$ cat config.mk
export PLATFORM = sky130hd
export DESIGN_NAME = input_route_stage_flat
export DESIGN_NICKNAME = d
export VERILOG_FILES = /design/src/rtl/rtr_pkg.sv /design/src/rtl/input_route_stage_if.sv /design/src/rtl/input_route_stage_flit_fifo.sv /design/src/rtl/input_route_stage.sv /design/src/flat_wrapper.sv
export SDC_FILE = /design/constraint.sdc
export NUM_CORES = 1
export LEC_CHECK = 0
export BUFFER_PORTS_ARGS = -buffer_cell sky130_fd_sc_hd__buf_2
export CORE_UTILIZATION = 51
export DETAILED_ROUTE_END_ITERATION = 8
export PLACE_DENSITY = 0.76
export SETUP_SLACK_MARGIN = 0.3
export SKIP_LAST_GASP = 1
export SLEW_MARGIN = 10
export SYNTH_ARGS = -nofsm -noshare
export SYNTH_HDL_FRONTEND = slang
export SYNTH_SLANG_ARGS = --single-unit
$ cat constraint.sdc
create_clock -name clk -period 2.55 [get_ports clk]
set_input_delay 0.51 -clock clk [delete_from_list [all_inputs] [get_ports clk]]
set_output_delay 0.51 -clock clk [all_outputs]
set_load 0.03 [all_outputs]
$ cat src/rtl/rtr_pkg.sv
// Shared router types: output-port codes and the buffered flit record.
// Latency: n/a (declarations only).
// Backpressure: n/a.
package rtr_pkg;

    // Output-port codes as seen by the switch allocator.
    localparam int unsigned PORT_LOCAL = 0;
    localparam int unsigned PORT_N     = 1;
    localparam int unsigned PORT_S     = 2;
    localparam int unsigned PORT_E     = 3;
    localparam int unsigned PORT_W     = 4;

    // The flit record is sized for the widest router in the family; narrower
    // instances zero-extend into it and synthesis trims the constant bits.
    localparam int unsigned FLIT_DEST_MAX = 8;
    localparam int unsigned FLIT_DATA_MAX = 64;

    typedef struct packed {
        logic                     head;
        logic                     tail;
        logic [FLIT_DEST_MAX-1:0] dest;
        logic [FLIT_DATA_MAX-1:0] data;
    } flit_t;

endpackage

$ cat src/rtl/input_route_stage_if.sv
// Upstream flit channel plus switch-side request channel of one input port.
// Latency: n/a (wires only).
// Backpressure: in_ready throttles the sender, out_ready throttles the stage.
interface input_route_stage_if #(
    parameter int DATA_WIDTH     = 32,
    parameter int RTR_ADDR_WIDTH = 2,
    parameter int ROUTE_WIDTH    = 4
);
    logic                      in_valid;
    logic                      in_ready;
    logic                      in_head;
    logic                      in_tail;
    logic [RTR_ADDR_WIDTH-1:0] in_dest;
    logic [DATA_WIDTH-1:0]     in_data;

    logic                      out_valid;
    logic                      out_ready;
    logic [ROUTE_WIDTH-1:0]    out_port;
    logic                      out_head;
    logic                      out_tail;
    logic [DATA_WIDTH-1:0]     out_data;

    // Environment side: sends flits, consumes routed requests.
    modport master (
        output in_valid, in_head, in_tail, in_dest, in_data, out_ready,
        input  in_ready, out_valid, out_port, out_head, out_tail, out_data
    );

    // Route-stage side.
    modport slave (
        input  in_valid, in_head, in_tail, in_dest, in_data, out_ready,
        output in_ready, out_valid, out_port, out_head, out_tail, out_data
    );
endinterface

$ cat src/rtl/input_route_stage_flit_fifo.sv
// Strict-order flit buffer with combinational front and registered ready.
// Latency: a pushed word is at the front the cycle after the push.
// Backpressure: ready is low while full; a same-cycle pop does not reopen it early.
module flit_fifo #(
    parameter int DEPTH = 4,
    parameter int WIDTH = 8
) (
    input  logic             clk,
    input  logic             rst_n,
    input  logic             push,
    input  logic [WIDTH-1:0] wr_data,
    input  logic             pop,
    output logic [WIDTH-1:0] rd_data,
    output logic             ready,
    output logic             empty
);
    localparam int PW = $clog2(DEPTH);
    localparam int CW = PW + 1;

    logic [WIDTH-1:0] mem [DEPTH];
    logic [PW-1:0]    wr_ptr;
    logic [PW-1:0]    rd_ptr;
    logic [CW-1:0]    count;
    logic [CW-1:0]    count_next;
    logic             do_push;
    logic             do_pop;

    assign do_push = push && (count != CW'(DEPTH));
    assign do_pop  = pop && (count != '0);
    assign empty   = (count == '0);
    assign rd_data = mem[rd_ptr];

    // Occupancy after this cycle's transfers; push+pop leaves it unchanged.
    always_comb begin
        count_next = count;
        if (do_push && !do_pop) begin
            count_next = count + CW'(1);
        end else if (!do_push && do_pop) begin
            count_next = count - CW'(1);
        end
    end

    // Pointers wrap naturally at DEPTH; ready is the registered not-full flag.
    always_ff @(posedge clk or negedge rst_n) begin
        if (!rst_n) begin
            wr_ptr <= '0;
            rd_ptr <= '0;
            count  <= '0;
            ready  <= 1'b0;
        end else begin
            if (do_push) wr_ptr <= wr_ptr + PW'(1);
            if (do_pop)  rd_ptr <= rd_ptr + PW'(1);
            count <= count_next;
            ready <= (count_next != CW'(DEPTH));
        end
    end

    // Storage needs no reset: entries are only read while counted as valid.
    always_ff @(posedge clk) begin
        if (do_push) mem[wr_ptr] <= wr_data;
    end
endmodule

$ cat src/rtl/input_route_stage.sv
// Input-port route stage: buffers flits and tags each packet with its output port.
// Latency: head pushed in cycle N is presented with its route in cycle N+2.
// Backpressure: out_ready stalls the front flit; full buffer drops in_ready.
module input_route_stage
    import rtr_pkg::*;
#(
    parameter int NUM_ROWS       = 2,
    parameter int NUM_COLS       = 2,
    parameter int ROUTE_WIDTH    = 4,
    parameter int RTR_ADDR_WIDTH = $clog2(NUM_ROWS*NUM_COLS),
    parameter int DATA_WIDTH     = 32,
    parameter int FIFO_DEPTH     = 4
) (
    input  logic                                        clk,
    input  logic                                        rst_n,
    input  logic [0:NUM_ROWS*NUM_COLS-1][ROUTE_WIDTH-1:0] routing_table,
    input_route_stage_if.slave                          bus,
    output logic                                        err_orphan,
    output logic                                        err_dest
);
    localparam int NUM_DEST = NUM_ROWS * NUM_COLS;
    localparam int IDXW     = (NUM_DEST > 1) ? $clog2(NUM_DEST) : 1;

    typedef enum logic {IDLE, ACTIVE} state_t;

    state_t                    state, state_next;
    logic [ROUTE_WIDTH-1:0]    port_q, port_next;
    logic [ROUTE_WIDTH-1:0]    lookup;
    logic                      dest_bad;
    logic                      fwd;
    logic                      push, pop, fifo_ready, empty;
    logic [RTR_ADDR_WIDTH-1:0] in_dest;
    flit_t                     wr_flit, front;
    logic                      unused_front;

    assign in_dest      = bus.in_dest;
    assign push         = bus.in_valid && fifo_ready;
    assign unused_front = ^front.data;

    // Zero-extend the incoming flit into the shared record.
    always_comb begin
        wr_flit      = '0;
        wr_flit.head = bus.in_head;
        wr_flit.tail = bus.in_tail;
        wr_flit.dest = FLIT_DEST_MAX'(in_dest);
        wr_flit.data = FLIT_DATA_MAX'(bus.in_data);
    end

    flit_fifo #(
        .DEPTH (FIFO_DEPTH),
        .WIDTH ($bits(flit_t))
    ) u_fifo (
        .clk     (clk),
        .rst_n   (rst_n),
        .push    (push),
        .wr_data (wr_flit),
        .pop     (pop),
        .rd_data (front),
        .ready   (fifo_ready),
        .empty   (empty)
    );

    // Table lookup for the front flit; unknown destinations go to the local port.
    always_comb begin
        lookup   = ROUTE_WIDTH'(PORT_LOCAL);
        dest_bad = 1'b1;
        for (int i = 0; i < NUM_DEST; i++) begin
            if (front.dest == FLIT_DEST_MAX'(i)) begin
                lookup   = routing_table[IDXW'(i)];
                dest_bad = 1'b0;
            end
        end
    end

    // Route FSM: latch the port on a head, forward until the tail leaves.
    always_comb begin
        state_next = state;
        port_next  = port_q;
        pop        = 1'b0;
        fwd        = 1'b0;
        err_orphan = 1'b0;
        err_dest   = 1'b0;
        case (state)
            IDLE: begin
                if (!empty) begin
                    if (front.head) begin
                        port_next  = lookup;
                        err_dest   = dest_bad;
                        state_next = ACTIVE;
                    end else begin
                        pop        = 1'b1;
                        err_orphan = 1'b1;
                    end
                end
            end
            ACTIVE: begin
                fwd = !empty;
                pop = !empty && bus.out_ready;
                if (pop && front.tail) state_next = IDLE;
            end
            default: state_next = IDLE;
        endcase
    end

    // State and latched route; reset forgets any packet in flight.
    always_ff @(posedge clk or negedge rst_n) begin
        if (!rst_n) begin
            state  <= IDLE;
            port_q <= '0;
        end else begin
            state  <= state_next;
            port_q <= port_next;
        end
    end

    assign bus.in_ready  = fifo_ready;
    assign bus.out_valid = fwd;
    assign bus.out_port  = port_q;
    assign bus.out_head  = fwd && front.head;
    assign bus.out_tail  = fwd && front.tail;
    assign bus.out_data  = fwd ? front.data[DATA_WIDTH-1:0] : '0;
endmodule

$ cat src/flat_wrapper.sv
// flat-port wrapper written by rule: the top's interface ports become plain ports
module input_route_stage_flat import rtr_pkg::*;
#(
    parameter int NUM_ROWS       = 2,
    parameter int NUM_COLS       = 2,
    parameter int ROUTE_WIDTH    = 4,
    parameter int RTR_ADDR_WIDTH = $clog2(NUM_ROWS*NUM_COLS),
    parameter int DATA_WIDTH     = 32,
    parameter int FIFO_DEPTH     = 4
)
  (clk, rst_n, routing_table, err_orphan, err_dest, bus_in_valid, bus_in_head, bus_in_tail, bus_in_dest, bus_in_data, bus_out_ready, bus_in_ready, bus_out_valid, bus_out_port, bus_out_head, bus_out_tail, bus_out_data);
  input_route_stage_if #(.DATA_WIDTH(DATA_WIDTH), .RTR_ADDR_WIDTH(RTR_ADDR_WIDTH), .ROUTE_WIDTH(ROUTE_WIDTH)) bus_i ();
  input  logic clk;
  input  logic rst_n;
  input  logic [0:NUM_ROWS*NUM_COLS-1][ROUTE_WIDTH-1:0] routing_table;
  output logic err_orphan;
  output logic err_dest;
  input wire logic [$bits(bus_i.in_valid)-1:0] bus_in_valid;
  input wire logic [$bits(bus_i.in_head)-1:0] bus_in_head;
  input wire logic [$bits(bus_i.in_tail)-1:0] bus_in_tail;
  input wire logic [$bits(bus_i.in_dest)-1:0] bus_in_dest;
  input wire logic [$bits(bus_i.in_data)-1:0] bus_in_data;
  input wire logic [$bits(bus_i.out_ready)-1:0] bus_out_ready;
  output wire logic [$bits(bus_i.in_ready)-1:0] bus_in_ready;
  output wire logic [$bits(bus_i.out_valid)-1:0] bus_out_valid;
  output wire logic [$bits(bus_i.out_port)-1:0] bus_out_port;
  output wire logic [$bits(bus_i.out_head)-1:0] bus_out_head;
  output wire logic [$bits(bus_i.out_tail)-1:0] bus_out_tail;
  output wire logic [$bits(bus_i.out_data)-1:0] bus_out_data;
  assign bus_i.in_valid = bus_in_valid;
  assign bus_i.in_head = bus_in_head;
  assign bus_i.in_tail = bus_in_tail;
  assign bus_i.in_dest = bus_in_dest;
  assign bus_i.in_data = bus_in_data;
  assign bus_i.out_ready = bus_out_ready;
  assign bus_in_ready = bus_i.in_ready;
  assign bus_out_valid = bus_i.out_valid;
  assign bus_out_port = bus_i.out_port;
  assign bus_out_head = bus_i.out_head;
  assign bus_out_tail = bus_i.out_tail;
  assign bus_out_data = bus_i.out_data;
  input_route_stage #(.NUM_ROWS(NUM_ROWS), .NUM_COLS(NUM_COLS), .ROUTE_WIDTH(ROUTE_WIDTH), .RTR_ADDR_WIDTH(RTR_ADDR_WIDTH), .DATA_WIDTH(DATA_WIDTH), .FIFO_DEPTH(FIFO_DEPTH)) u_core (.clk(clk), .rst_n(rst_n), .routing_table(routing_table), .bus(bus_i), .err_orphan(err_orphan), .err_dest(err_dest));
endmodule
==> reports/results.tsv <==
metric	value	unit
dr_total_vias	3363	
grt_pass1_vias	3671	
num_rows	40	
peakVddDrop	749	uV
diodes	0	
synthTopCellsByArea	edfxtp_1 (69%), mux4_2 (13%), dfrtp_1 (5.2%)	
mappedNetlistNets	378	
stdcell_count	594	
critPathKind	flip-flop to output pin	
fmax	406	MHz
seq_area_frac_synth	74.6	%
setup_tns	0	ps
io_buffer_count	88	
grt_max_degree	40	
setup_violations	0	
synth_common_cells	edfxtp_1 (144), mux4_2 (36), and3_1 (35), dfrtp_1 (13), clkbuf_1 (11)	
chipWidth	113	um
cts_tree	yes	
cts_buffer_depth	2	
critPathLaunchType	flip-flop	
leakage	3.00	nW
route.detailed.drc	0	
fin_crit_sh	96.5	%
switching_share	33.8	%
avgSynthCellArea	19.8	um^2
period_needed	2460	ps
drive_gt1_share	49.4	%
synth-seq-cells	157	
cp_slowest_cell	mux4_2	
netlist_area	0.00623	mm^2
crit_top_cell	buf_6	
path_cells	buf_6 -> buf_12 -> mux4_2 -> and3_4 -> buf_6	
synth_top_area_share	69.4	%
ys.flop_type	edfxtp_1	
yosysMostFrequentCell	edfxtp_1	
area_growth	30.3	%
routed_wl	12.8	mm
power.total	11.6	mW
cts_root_buffer	clkbuf_16	
rsz0062_at_grt	true	
die_h	113	um
synth_top_area_cell	edfxtp_1	
grt_overflow_total	0	
power_switching	3.91	mW
status	complete, no violations	
clock_latency	410	ps
nets	497	
ant_nets	0	
gp_congestion	0.769	
path_max_fanout	8	
synthArstFlopShare	8.28	%
antenna_found_initial	0	
grt_pass1_wl	19.9	mm
core_area	0.0120	mm^2
hold_viol	0	
wl_per_cell	21.6	um
drt_iter0_drc	241	
cts_buffers	17	
cp-end-kind	output pin	
ys_types	32	
io-pin-count	98	
critPathMaxStageDelay	530	ps
seqPwrFrac	31.4	%
critPathArrivalTime	1950	ps
clk_pin_slew	60	ps
initial_utilization	52.1	%
setup_ws	89.6	ps
skew	5.77	ps
clkPwrFrac	22.6	%
pre_cts_ws	355	ps
drt-vias-per-instance	5.66	
p_per_area	1430	mW/mm^2
yosys_warnings	0	
crit_required	2040	ps
track_usage	21.9	%
drv_cap	0	
drv_slew	0	
numClockSinks	157	
hold_class	input pin to flip-flop	
power_frac_comb	46.0	%
dieArea	0.0127	mm^2
synth_enable_flop_cells	144	
synthCells	315	
h-tree-depth	4	
dr.pass1.iters	4	
internal_power	7.67	mW
dp_cells	545	
==> cell families after synthesis <==
family | synth area share, %
AND/OR/NAND/NOR | 5.64
XOR/XNOR | 0.702
buffers and inverters | 1.69
other | 0.0602
flip-flops | 74.6
adder cells (fa/ha/maj) | 1.40
AO/OA/AOI/OAI | 2.27
multiplexers | 13.6
==> area by class of cell <==
type                            instances  area, um^2
Multi-Input combinational cell        133        1630
Timing Repair Buffer                  119        1010
Inverter                                6        22.5
Tap cell                              147         184
Clock buffer                           17         425
Clock inverter                         15         194
Fill cell                             783        3840
Sequential cell                       157        4650
==> per-layer routing <==
metal	vias up	share of wire, %	track usage (%)
li1	1517	-	-
met1	1724	41	27.3
met2	97	52	36.2
met3	25	4.9	5.02
met4	0	2.2	10.8
met5	-	0	0
==> power by group through the flow <==
stage / sequential, mW / clock [mW] / combinational [mW]
3_3_place_gp: 3.67 / 0 / 3.96
3_5_place_dp: 3.71 / 0 / 4.00
5_1_grt: 3.69 / 2.74 / 5.63
2_1_floorplan: 3.69 / 0 / 2.83
4_1_cts: 3.67 / 2.64 / 5.26
6_report: 3.64 / 2.61 / 5.33
==> critical path, delay by kind of cell, from the launching register on <==
kind | cells | cell delay [ps]
DFF | 1 | 400
and+or+nand+nor | 1 | 190
buffers and inverters | 3 | 420
muxes | 1 | 530
==> repair_timing <==
| action | CTS | global route |
|---|---|---|
| setup buffers | 6 | 4 |
| pin swaps | 11 | 1 |
| endpoints found under the hold margin | 13 | 0 |
| setup endpoints to repair | 36 | 37 |
| gates cloned | 6 | 0 |
| hold buffers | 1 | 0 |
| resized for setup | 100 | 5 |
==> state kept, by name, indices dropped and copies added (netlist names) <==
register              count
u_core.u_fifo.ready       1
u_core.state              1
u_core.u_fifo.count       3
u_core.bus.out_port       4
u_core.u_fifo.wr_ptr      2
u_core.u_fifo.mem       144
u_core.u_fifo.rd_ptr      2
==> metrics by stage <==
stage                     hold WS (ps)  utilization (%)  area [um^2]
after floorplan                    214                -         6240
after global placement             414             57.9         6930
after detailed placement           422             57.9         6930
after CTS                          296             67.6         8080
after global routing               298             67.9         8120
final                              308             67.9         8120
==> worst paths after layout <==
check	startpoint	end	slack (ps)	cells past startpoint
setup / recovery	u_core.u_fifo.rd_ptr[0]$_DFFE_PN0P_	bus_out_data[21]	90	5
hold / removal	bus_in_data[19]	u_core.u_fifo.mem[0][19]$_DFFE_PP_	310	1
setup reg to reg	u_core.u_fifo.rd_ptr[0]$_DFFE_PN0P_	u_core.u_fifo.count[1]$_DFF_PN0_	430	7
hold reg to reg	u_core.bus.out_port[1]$_DFFE_PN0P_	u_core.bus.out_port[1]$_DFFE_PN0P_	480	2
max in group asynchronous	rst_n	u_core.u_fifo.count[1]$_DFF_PN0_	1750	2
min in group asynchronous	rst_n	u_core.bus.out_port[3]$_DFFE_PN0P_	540	2
==> cells in the final DEF, fill, tap and decap left out, drive strengths merged, types with 2 or more instances in the layout <==
cell and count:
and3 35, a21oi 6, nor2 2, dfrtp 13, clkinv 6, xnor2 5, inv 9, clkbuf 18
edfxtp 144, bufinv 4, mux2i 4, o21ai 4, ha 7, buf 116, nand2 10, and2 5
mux4 36, o31ai 5, a21o 2, clkinvlp 2
Power figures use the tool's default switching activity.
